[config.mk]
export PLATFORM = sky130hd
export DESIGN_NAME = bcd_to_bin_seq
export DESIGN_NICKNAME = d
export VERILOG_FILES = /design/src/rtl/bcd_to_bin_seq_pkg.sv /design/src/rtl/bcd_to_bin_seq_bcd_digit_adjust.sv /design/src/rtl/bcd_to_bin_seq.sv
export SDC_FILE = /design/constraint.sdc
export NUM_CORES = 1
export LEC_CHECK = 0
export CORE_MARGIN = 1
export CORE_UTILIZATION = 38
export CTS_CLUSTER_DIAMETER = 150
export DETAILED_ROUTE_END_ITERATION = 8
export GPL_ROUTABILITY_DRIVEN = 0
export GPL_TIMING_DRIVEN = 1
export HOLD_SLACK_MARGIN = 0.1
export MAX_ROUTING_LAYER = met4
export SKIP_LAST_GASP = 1
export SYNTH_ARGS = -nofsm -noshare
export SYNTH_HDL_FRONTEND = slang
export SYNTH_SLANG_ARGS = --single-unit
export TNS_END_PERCENT = 20
[constraint.sdc]
create_clock -name i_clk -period 1.5 [get_ports i_clk]
set_input_delay 0.3 -clock i_clk [delete_from_list [all_inputs] [get_ports i_clk]]
set_output_delay 0.3 -clock i_clk [all_outputs]
set_load 0.03 [all_outputs]
[src/rtl/bcd_to_bin_seq_pkg.sv]
// Shared definitions for the sequential BCD-to-binary converter:
// FSM state encodings and the per-digit constants used by the datapath.
package bcd_to_bin_seq_pkg;

    // Width of one packed BCD digit.
    localparam int DIGIT_W = 4;

    // Largest legal BCD digit; anything above marks the input invalid.
    localparam logic [DIGIT_W-1:0] DIGIT_MAX = 4'd9;

    // Reverse double-dabble correction: digits at or above 8 lose 3.
    localparam logic [DIGIT_W-1:0] ADJ_THRESH = 4'd8;
    localparam logic [DIGIT_W-1:0] ADJ_SUB    = 4'd3;

    typedef enum logic [1:0] {
        ST_IDLE  = 2'd0,
        ST_SHIFT = 2'd1,
        ST_DONE  = 2'd2
    } state_t;

endpackage

[src/rtl/bcd_to_bin_seq_bcd_digit_adjust.sv]
// Single-digit correction step of reverse double-dabble.
// Purely combinational; the subtraction stays within the 4-bit digit.
module bcd_digit_adjust
    import bcd_to_bin_seq_pkg::*;
(
    input  logic [DIGIT_W-1:0] i_digit,
    output logic [DIGIT_W-1:0] o_digit
);

    assign o_digit = (i_digit >= ADJ_THRESH) ? (i_digit - ADJ_SUB) : i_digit;

endmodule

[src/rtl/bcd_to_bin_seq.sv]
// Sequential BCD-to-binary converter. A start pulse captures NDIGITS packed
// BCD digits; BIN_W shift/adjust iterations later the binary value appears
// on o_bin together with a one-cycle o_done pulse. Invalid digits (>9)
// short-circuit to DONE with o_err set and a zero result.
module bcd_to_bin_seq
    import bcd_to_bin_seq_pkg::*;
#(
    parameter int NDIGITS = 2,
    parameter int BIN_W   = 7
) (
    input  logic                       i_clk,
    input  logic                       i_rst,
    input  logic                       i_start,
    input  logic [DIGIT_W*NDIGITS-1:0] i_bcd,
    output logic                       o_busy,
    output logic                       o_done,
    output logic                       o_err,
    output logic [BIN_W-1:0]           o_bin
);

    localparam int BCD_W = DIGIT_W * NDIGITS;
    localparam int CNT_W = $clog2(BIN_W + 1);
    localparam logic [CNT_W-1:0] CNT_INIT = CNT_W'(BIN_W);
    localparam logic [CNT_W-1:0] CNT_LAST = CNT_W'(1);

    state_t             r_state;
    state_t             w_next;
    logic [BCD_W-1:0]   r_bcd;
    logic [BIN_W-1:0]   r_bin;
    logic [CNT_W-1:0]   r_cnt;
    logic               r_err;
    logic [BIN_W-1:0]   r_bin_out;

    logic [BCD_W+BIN_W-1:0] w_shift;
    logic [BCD_W-1:0]       w_bcd_sh;
    logic [BCD_W-1:0]       w_bcd_adj;
    logic [BIN_W-1:0]       w_bin_sh;
    logic                   w_first;
    logic                   w_last;
    logic                   w_bad_any;
    logic                   w_bad;

    // One iteration: shift {bcd, bin} right so the BCD LSB enters the binary MSB.
    assign w_shift  = {r_bcd, r_bin} >> 1;
    assign w_bcd_sh = w_shift[BCD_W+BIN_W-1 -: BCD_W];
    assign w_bin_sh = w_shift[BIN_W-1:0];

    generate
        for (genvar g = 0; g < NDIGITS; g++) begin : g_adj
            bcd_digit_adjust u_adj (
                .i_digit (w_bcd_sh [g*DIGIT_W +: DIGIT_W]),
                .o_digit (w_bcd_adj[g*DIGIT_W +: DIGIT_W])
            );
        end
    endgenerate

    // Counter still at its load value means this is the first SHIFT cycle,
    // the one place where the freshly captured digits are validated.
    assign w_first = (r_cnt == CNT_INIT);
    assign w_last  = (r_cnt == CNT_LAST);
    assign w_bad   = w_first & w_bad_any;

    // Flag any captured digit above 9.
    always_comb begin
        // NOTE: default first, so every path assigns and no latch is inferred.
        w_bad_any = 1'b0;
        for (int d = 0; d < NDIGITS; d++) begin
            if (r_bcd[d*DIGIT_W +: DIGIT_W] > DIGIT_MAX) begin
                w_bad_any = 1'b1;
            end
        end
    end

    // State register.
    always_ff @(posedge i_clk) begin
        // NOTE: sequential state uses non-blocking assignments only.
        if (i_rst) begin
            r_state <= ST_IDLE;
        end else begin
            r_state <= w_next;
        end
    end

    // Next-state logic.
    always_comb begin
        w_next = r_state;
        case (r_state)
            ST_IDLE:  if (i_start) w_next = ST_SHIFT;
            ST_SHIFT: if (w_bad || w_last) w_next = ST_DONE;
            ST_DONE:  w_next = ST_IDLE;
            default:  w_next = ST_IDLE;
        endcase
    end

    // Status outputs decoded from state.
    always_comb begin
        o_busy = (r_state == ST_SHIFT);
        o_done = (r_state == ST_DONE);
    end

    // Datapath: capture, iterate, and load the result registers on DONE entry.
    always_ff @(posedge i_clk) begin
        if (i_rst) begin
            r_bcd     <= '0;
            r_bin     <= '0;
            r_cnt     <= '0;
            r_err     <= 1'b0;
            r_bin_out <= '0;
        end else begin
            case (r_state)
                ST_IDLE: begin
                    if (i_start) begin
                        r_bcd <= i_bcd;
                        r_bin <= '0;
                        r_cnt <= CNT_INIT;
                    end
                end
                ST_SHIFT: begin
                    if (w_bad) begin
                        r_err     <= 1'b1;
                        r_bin_out <= '0;
                    end else begin
                        r_bcd <= w_bcd_adj;
                        r_bin <= w_bin_sh;
                        r_cnt <= r_cnt - CNT_LAST;
                        if (w_last) begin
                            r_bin_out <= w_bin_sh;
                            r_err     <= 1'b0;
                        end
                    end
                end
                default: ;
            endcase
        end
    end

    assign o_err = r_err;
    assign o_bin = r_bin_out;

endmodule

---- After elaboration in Yosys (flattened, before gate mapping) ----
Cells that the tools add are included.
storage, ports and cells
  flip-flop bits (word level) ............. 28
  input bits .............................. 11
  output and inout bits ................... 10
  word-level logic and storage cells ...... 48
cells by class
  add/sub/neg operators ................... 3
  magnitude comparators ................... 4
  equal/unequal tests ..................... 7
  mux-type cells .......................... 20
  bitwise operators ....................... 1
  reduce and logical (&&, ||, !) cells .... 7
operators by type and width
  operator               count
  $mux W7                4
  $mux W8                2
  $pmux W8 S2            1
  $pmux W7 S2            1
  $gt A4 B4 Y1 const B   2
  $mux W4                2
  $mux W3                2
  $pmux W3 S2            1
  $ge A3 B4 Y1 const B   1
  $ge A4 B4 Y1 const B   1
  $mux W1                4
  $mux W2                2
  $ne A2 B2 Y1 const B   2
  $pmux W2 S2            1
  $reduce_and A2 Y1      2
  $reduce_bool A2 Y1     2
  $sub A3 B2 Y4 const B  1
  $sub A4 B2 Y4 const B  1
  $eq A3 B1 Y1 const B   1
  $eq A3 B3 Y1 const B   1
  $reduce_and A3 Y1      1
  $sub A3 B1 Y3 const B  1
  $eq A2 B1 Y1 const B   1
  $eq A2 B2 Y1 const B   1
  other kinds (4)        4

---- Depth between registers and ports, before layout ----
Gate-level depths: netlist of run 1.
  word-level depth ........................ 7
  mapped depth ............................ 7
  mapped depth without buffers ............ 6

---- Modules after synthesis ----
From an unflattened synthesis of run 1, not the netlist that was laid out.
second synthesis, totals
  cell total of the unflattened synthesis .. 163
  area total of the unflattened synthesis .. 1467.7 um^2
modules (own cells, without submodules)
  module            times used  cells an instance  area each (um^2)  sequential area each (um^2)
  bcd_to_bin_seq    1           141                1315.0            540.5
  bcd_digit_adjust  2           11                 76.3              0.0

---- Worst setup path before layout of run 1 ----
Ideal clock, no wire load.
  kind .................................... register -> register
  from .................................... reg r_state[0]
  to ...................................... reg r_bcd[2]
  library setup time ...................... 121 ps
  arrival ................................. 1330 ps
  data required time ...................... 1379 ps
  path slack .............................. 49 ps
  stages on the path, launching flop included .. 6
  path buffers ............................ 1
  clock period less this slack ............ 1451 ps
  path through ............................ dfxtp_1 -> or3b_1 -> buf_6 -> o211ai_4 -> nand2_4 -> mux2_4
between the ends
  cells in the longest elaborated chain, start to end .. 3
  elaborated cells between the ends (all ways) .. 7
  those cells by class .................... eq/ne: 3; mux: 1; reduce/logical: 3
RTL lines
  element                                                              line                   text
  from (decl)                                                          bcd_to_bin_seq.sv:26   state_t r_state;
  from (signal assigned)                                               bcd_to_bin_seq.sv:80   r_state <= w_next;
  $eq A2 B1 Y1 or $logic_not A2 Y1 (tied branches)                     bcd_to_bin_seq.sv:110  case (r_state)
  $ne A2 B2 Y1 (no source line) or $reduce_bool A2 Y1 (tied branches)  --
  $reduce_and A3 Y1 (no source line)                                   --
  to (signal assigned)                                                 bcd_to_bin_seq.sv:113  r_bcd <= i_bcd;
  to (signal assigned)                                                 bcd_to_bin_seq.sv:123  r_bcd <= w_bcd_adj;
  to (decl)                                                            bcd_to_bin_seq.sv:28   logic [BCD_W-1:0] r_bcd;
Several ways; a longest one is shown, not always the timed one.
A chain may end at the register's enable or synchronous reset.

---- Final worst setup path of run 1 ----
  from .................................... reg r_bin_out[6] (netlist: o_bin[6])
  to ...................................... out o_bin[6]
RTL lines
  element                 line                   text
  from (decl)             bcd_to_bin_seq.sv:32   logic [BIN_W-1:0] r_bin_out;
  from (signal assigned)  bcd_to_bin_seq.sv:127  r_bin_out <= w_bin_sh;
  to (decl)               bcd_to_bin_seq.sv:18   output logic [BIN_W-1:0] o_bin
No word-level cell between the ends.

==> summary.txt, run 1 <==
Synth
  – Most numerous cell in the Yosys netlist: dfxtp_1
  – Yosys reg bits: 27
  – Yosys cell types: 36
  – Commonest cells in the netlist: dfxtp_1, nand2_1, a21oi_1, o21ai_0
  – Mapped Cells: 150
  – Synth warn: 0
  – Syn Nets: 166
  – Mapped Area: 1329 sq um
  – Yosys top cell by area: dfxtp_1
  – Ranking of synthesized cells by area: dfxtp_1, a21oi_1, nand2_1, ha_1, a211oi_1
  – Mean Syn Cell Area: 8.858 sq um
  – Register area share after synthesis: 40.68%
  – Share of synthesized registers carrying an async set or reset: 0%
  – Post-synth top flop: dfxtp_1
  – EDFF count, synth: 0
  – Synth top area share: 40.68%

Power and ir drop
  – Leakage: 0.0007820 uW
  – Power Density: 877.7 nW/um^2
  – Post-layout power: 1525 uW
  – Max VDD drop: 0.0004018 V

Clocking
  – CTS root buffer: clkbuf_4
  – CTS tree: done
  – Clk sinks: 27
  – CTS clk-pin slew, worst paths: 0.16 ns
  – Skew-Pair Late Insertion Delay: 0.33 ns
  – Num CTS Buffers: 3
  – Post-CTS setup buffer count: 0
  – H-tree depth: 1
  – Clock tree buffer depth: 2
  – CTS hold repair buffers: 0

Worst setup path
  – CP delay by family, top: buffers and inverters
  – Worst path max stage delay: 0.67 ns
  – Critical Path RT: 1.20 ns
  – Worst Path Max Fanout: 2
  – CP Cell Sequence: clkdlybuf4s50_1
  – Critical path arrival: 1.36 ns
  – Slowest CP cell: clkdlybuf4s50_1
  – Crit Path Class: reg2out
  – CP Launch Type: flip-flop
  – Worst Path Buf+Inv: 1
  – Setup crit end kind: output port

Timing
  – Max Freq: 0.6009 GHz
  – Max-slew violations: 0
  – Measured slew at the worst slew-check pin: 0.4114 ns
  – Final period utilization: 110.9%
  – Fin Hold WS: 0.4662 ns
  – Slew HR: 72.28%
  – Final setup violation count: 9
  – Final Hold Fails: 0
  – RSZ-0062 raised after global routing: true
  – Worst Skew: 0.01264 ns
  – Post-route minimum period: 1.664 ns
  – Final worst slack: -0.1641 ns

Cells and area
  – Antenna diodes: 0
  – Layout cells sized above 1: 16.76%
  – Cell area after layout: 1738 sq um
  – Total Nets Final: 202
  – Area delta synth->final: 30.79%

Global routing
  – Largest net degree at the start of global routing: 17
  – Global-route wire length before repair: 5.071 mm
  – Total GRT Usage: 18.90%
  – Remaining global-route overflow: 0
  – Vias in the first global route: 1,171
  – Antenna violations before repair: 0

Floorplan
  – Initial core utilization: 39.82%
  – DIE AREA: 3737 sq um
  – I/O Pins: 21
  – Chip width: 61.14 um
  – FP Rows: 21
  – Core area: 3337 sq um
  – Die Y: 61.14 um

Placement
  – HPWL after DPL: 2.419 mm
  – I/O Buffers: 20
  – Worst Setup Slack post-DPL: -0.4296 ns
  – Placement Cell Area: 1685 sq um

Status
  – Failing checks: setup timing
  – Status: finished with violations

Drt
  – Antenna-violating nets left: 0
  – Via count: 1,211
  – Drt first pass iters: 4
  – Routed len/inst: 13.72 um
  – DRC: 0
  – Routed WL: 3.170 mm
  – Vias/cell: 5.242
  – First DRT Iteration DRCs: 25

Run
  – Max-cap violation count: 0

Min path
  – Hold Crit Class: reg2reg
## placed cells by master, fill, tap and decap left out, types with 3 or more instances in the layout
cell	instances
dfxtp_1	27
buf_4	20
nand2_1	17
a21oi_1	15
clkdlybuf4s50_1	11
o21ai_0	8
nand3_1	7
a211oi_1	7
nand3b_1	7
dlymetal6s2s_1	6
inv_1	5
o211ai_1	5
ha_1	5
mux2i_1	4
nor2_1	4
a31o_1	3
clkbuf_4	3
## path summary, 6_finish.rpt
path	startpoint	endpoint	cells past startpoint	slack, ns
max	o_bin[6]	o_bin[6]	1	-0.16
min	r_bin[4]	o_bin[3]	2	0.47
max reg2reg	r_state[0]	r_bcd[4]	5	-0.04
min reg2reg	r_bin[4]	o_bin[3]	2	0.47
## per-layer routing
layer / share of wire, % / track usage (%) / up-vias
met3: 2.2 / 2.521 / 2
met2: 49 / 31.37 / 21
met5: 0 / - / -
met1: 48 / 23.78 / 575
met4: 0.60 / 5.844 / 0
li1: - / - / 613
## registers in the layout, summed over array words and instances, names as in the netlist
signal and count:
r_bcd 8, o_bin 7, r_bin 6, r_cnt 3, r_state 2, o_err 1
## final cells by class
class	count	area, sq um
flip-flops and latches	27	540.5
well taps	46	57.56
repair buffers	39	352.8
multi-input cells	109	732.0
clock inverters	1	7.507
clock buffers	3	22.52
inverters	6	25.02
fillers	334	1599
## stage by stage
stage	setup TNS (ns)	utilization (%)	std cells
after global routing	-1.523	52.08	231
after global placement	-5.003	50.51	227
after detailed placement	-5.334	50.51	227
final	-0.4962	52.08	231
after floorplan	0	-	150
after CTS	-1.633	51.63	231
## tightest hold or removal path, stage by stage, from the launching register on
cell and delay, ns:
dfxtp_1 0.34, nand2_1 0.05, a21oi_1 0.05
## timing repair
item / CTS / global route
hold endpoints to repair: 0 / 0
setup endpoints to repair: 18 / 31
resized for setup: 5 / 6
pin swaps: 0 / 0
## cells by family (layout without fill, tap and decap cells)
group	Yosys count	in the layout	synth area share, %
simple gates	49	49	19.77
compound gates	48	48	24.58
flops	27	27	40.68
buf+inv	14	49	4.801
fa+ha+maj	5	5	4.708
mux	5	5	4.143
xor+xnor	2	2	1.319
## report_power, final
group	leakage, uW	internal, uW	switching [uW]
logic	0.000548	186	196
clock network	0.0000139	102	229
registers	0.000220	763	48.6
total	0.000782	1050	473
(Power assumes the default switching activity.)
==> inputs of run 2 (changes only) <==
--- a/config.mk
+++ b/config.mk
@@ -13,6 +13,7 @@
 export GPL_TIMING_DRIVEN = 1
 export HOLD_SLACK_MARGIN = 0.1
 export MAX_ROUTING_LAYER = met4
+export REMOVE_ABC_BUFFERS = 1
 export SKIP_LAST_GASP = 1
 export SYNTH_ARGS = -nofsm -noshare
 export SYNTH_HDL_FRONTEND = slang
==> run 2 against run 1 <==
  * Total power increased by 3.3%
  * Sequential power about the same
  * The run still ends with setup timing left
  * Critical path depth unchanged
  * Hold slack got worse by 0.0032 ns
  * Cell area increased by 2.4%
  * First-iteration DRC count rose by 96%
  * Combinational power is 13% higher
  * Highest routed layer unchanged
==> summary.txt, run 2 (synthesis results as in run 1) <==
Power and ir drop
  – Leakage: 0.0007723 uW (-1.2%)
  – Power Density: 885.3 nW/um^2 (+0.87%)
  – Max VDD drop: 0.0004119 V (+2.5%)

Worst setup path
  – CP Cell Sequence: clkdlybuf4s50_1
  – CP Launch Type: flip-flop
  – Crit Path Class: reg2out
  – Setup crit end kind: output port
  – Critical path arrival: 1.36 ns (about the same)
  – CP delay by family, top: buffers and inverters
  – Slowest CP cell: clkdlybuf4s50_1
  – Critical Path RT: 1.20 ns (about the same)
  – Worst Path Buf+Inv: 1 (unchanged)
  – Worst path max stage delay: 0.67 ns (about the same)
  – Worst Path Max Fanout: 2 (unchanged)

Drt
  – Routed len/inst: 14.00 um (+2.0%)
  – Via count: 1,260 (+4.0%)
  – Drt first pass iters: 5 (+1)
  – Routed WL: 3.275 mm (+3.3%)
  – Vias/cell: 5.385 (+2.7%)
  – First DRT Iteration DRCs: 49 (+96%)
  – Antenna-violating nets left: 0 (unchanged)
  – DRC: 0 (unchanged)

Placement
  – Placed Cells: 227 (unchanged)
  – HPWL after DPL: 2.401 mm (-0.72%)
  – I/O Buffers: 20 (unchanged)

Global routing
  – Largest net degree at the start of global routing: 17 (unchanged)
  – Remaining global-route overflow: 0 (unchanged)
  – Vias in the first global route: 1,091 (-6.8%)
  – Global-route wire length before repair: 5.278 mm (+4.1%)
  – Total GRT Usage: 19.74% (+0.83 points)
  – Antenna violations before repair: 0 (unchanged)

Cells and area
  – Multi-input logic area: 732.0 sq um (unchanged)
  – Layout cells sized above 1: 19.68% (+2.9 points)
  – Register area: 543.0 sq um (+0.46%)
  – Total Nets Final: 205 (+1.5%)
  – Antenna diodes: 0 (unchanged)
  – Commonest non-fill, non-tap cell in the layout: dfxtp_1
  – Area delta synth->final: 33.99%
  – Top reg by flops: r_bcd
  – Commonest cells after routing, fill and taps aside: dfxtp_1, buf_4, nand2_1
  – Core Util, Final: 53.36% (+1.3 points)
  – # fillers: 334 (unchanged)
  – Number of flip-flops in the largest register: 8 (unchanged)
  – Finished Layout Cells: 234 (+1.3%)

Timing
  – Final worst slack: -0.1573 ns (+0.006853 ns)
  – Worst Skew: 0.001058 ns (-0.01158 ns)
  – Final Hold Fails: 0 (unchanged)
  – Final setup violation count: 13 (+4)
  – Max Freq: 0.6034 GHz (+0.41%)
  – Max-slew violations: 0 (unchanged)
  – Measured slew at the worst slew-check pin: 0.4601 ns (+0.04868 ns)
  – Final period utilization: 110.5% (-0.46 points)
  – Slew HR: 69.00% (-3.3 points)
  – Post-route minimum period: 1.657 ns (-0.006853 ns)
  – RSZ-0062 raised after global routing: true
  – Setup TNS Final: -0.6510 ns (-0.1548 ns)

Status
  – Status: finished with violations
  – Failing checks: setup timing

Clocking
  – H-tree depth: 1 (unchanged)
  – CTS root buffer: clkbuf_4
  – CTS tree: done
  – Num CTS Buffers: 3 (unchanged)
  – CTS clk-pin slew, worst paths: 0.15 ns (about the same)
  – Skew-Pair Late Insertion Delay: 0.33 ns (about the same)
  – Clock tree buffer depth: 2 (unchanged)
  – Clk sinks: 27 (unchanged)
  – CTS hold repair buffers: 0 (unchanged)

Floorplan
  – DIE AREA: 3737 sq um (unchanged)
  – Core area: 3337 sq um (unchanged)
  – Initial core utilization: 39.82% (unchanged)
  – Die Y: 61.14 um (unchanged)
  – I/O Pins: 21 (unchanged)
  – Chip width: 61.14 um (unchanged)
  – FP Rows: 21 (unchanged)

Run
  – Max-cap violation count: 0 (unchanged)

Min path
  – Hold Crit Class: reg2reg
-- run 2: changes by cell type in the layout (fill, tap and decap cells not counted), moves of 2 or more --
cell,delta
buf_6,+2
dfxtp_1,-2
dfxtp_2,+2
dlymetal6s2s_1,-2
-- run 2: final timing paths --
| kind | startpoint | end | slack [ns] | cells past startpoint |
|---|---|---|---|---|
| max | o_bin[6] | o_bin[6] | -0.16 | 1 |
| min | r_bin[6] | o_bin[5] | 0.46 | 2 |
| max reg2reg | r_state[0] | r_bcd[2] | -0.06 | 4 |
| min reg2reg | r_bin[6] | o_bin[5] | 0.46 | 2 |
-- run 2: report_power, final --
| group | leakage [uW] | internal, uW | switching (uW) | total [uW] |
|---|---|---|---|---|
| registers | 0.000221 | 764 | 45.2 | 809 |
| clock network | 0.0000139 | 102 | 234 | 336 |
| logic | 0.000537 | 213 | 217 | 431 |
-- run 2: tightest hold or removal path: stages, from the launching register on --
cell	delay, ns
dfxtp_1	0.34
nand2_1	0.05
a21oi_1	0.05
-- run 2: metal layers --
layer / GRT usage [%] / share of wire [%]
met1: 26.42 / 47
met2: 31.06 / 47
met4: 6.818 / 1.5
met5: - / 0
met3: 1.891 / 4.3
-- run 2: layout make-up --
class                           instances  share of cell area [%]
Inverter                                6                   1.687
Clock buffer                            3                   1.265
Sequential cell                        27                   30.50
Multi-Input combinational cell        109                   41.11
Tap cell                               46                   3.233
Timing Repair Buffer                   42                   21.78
Clock inverter                          1                  0.4216
-- run 2: timing repair --
| action | CTS | global route |
|---|---|---|
| resized for setup | 4 | 11 |
| endpoints found under the setup margin | 18 | 29 |
| setup buffers | 0 | 3 |
-- run 2: stage by stage --
stage / power (uW) / setup WS [ns] / instance area, sq um / hold slack, ns
finish: 1576 / -0.1573 / 1780 / 0.4631
detailed placement: 1215 / -0.4470 / 1695 / 0.4485
global placement: 1203 / -0.3937 / 1695 / 0.4451
floorplan: 1025 / -0.1045 / 1287 / 0.3691
CTS: 1547 / -0.1727 / 1728 / 0.4689
global route: 1658 / -0.2104 / 1780 / 0.4820
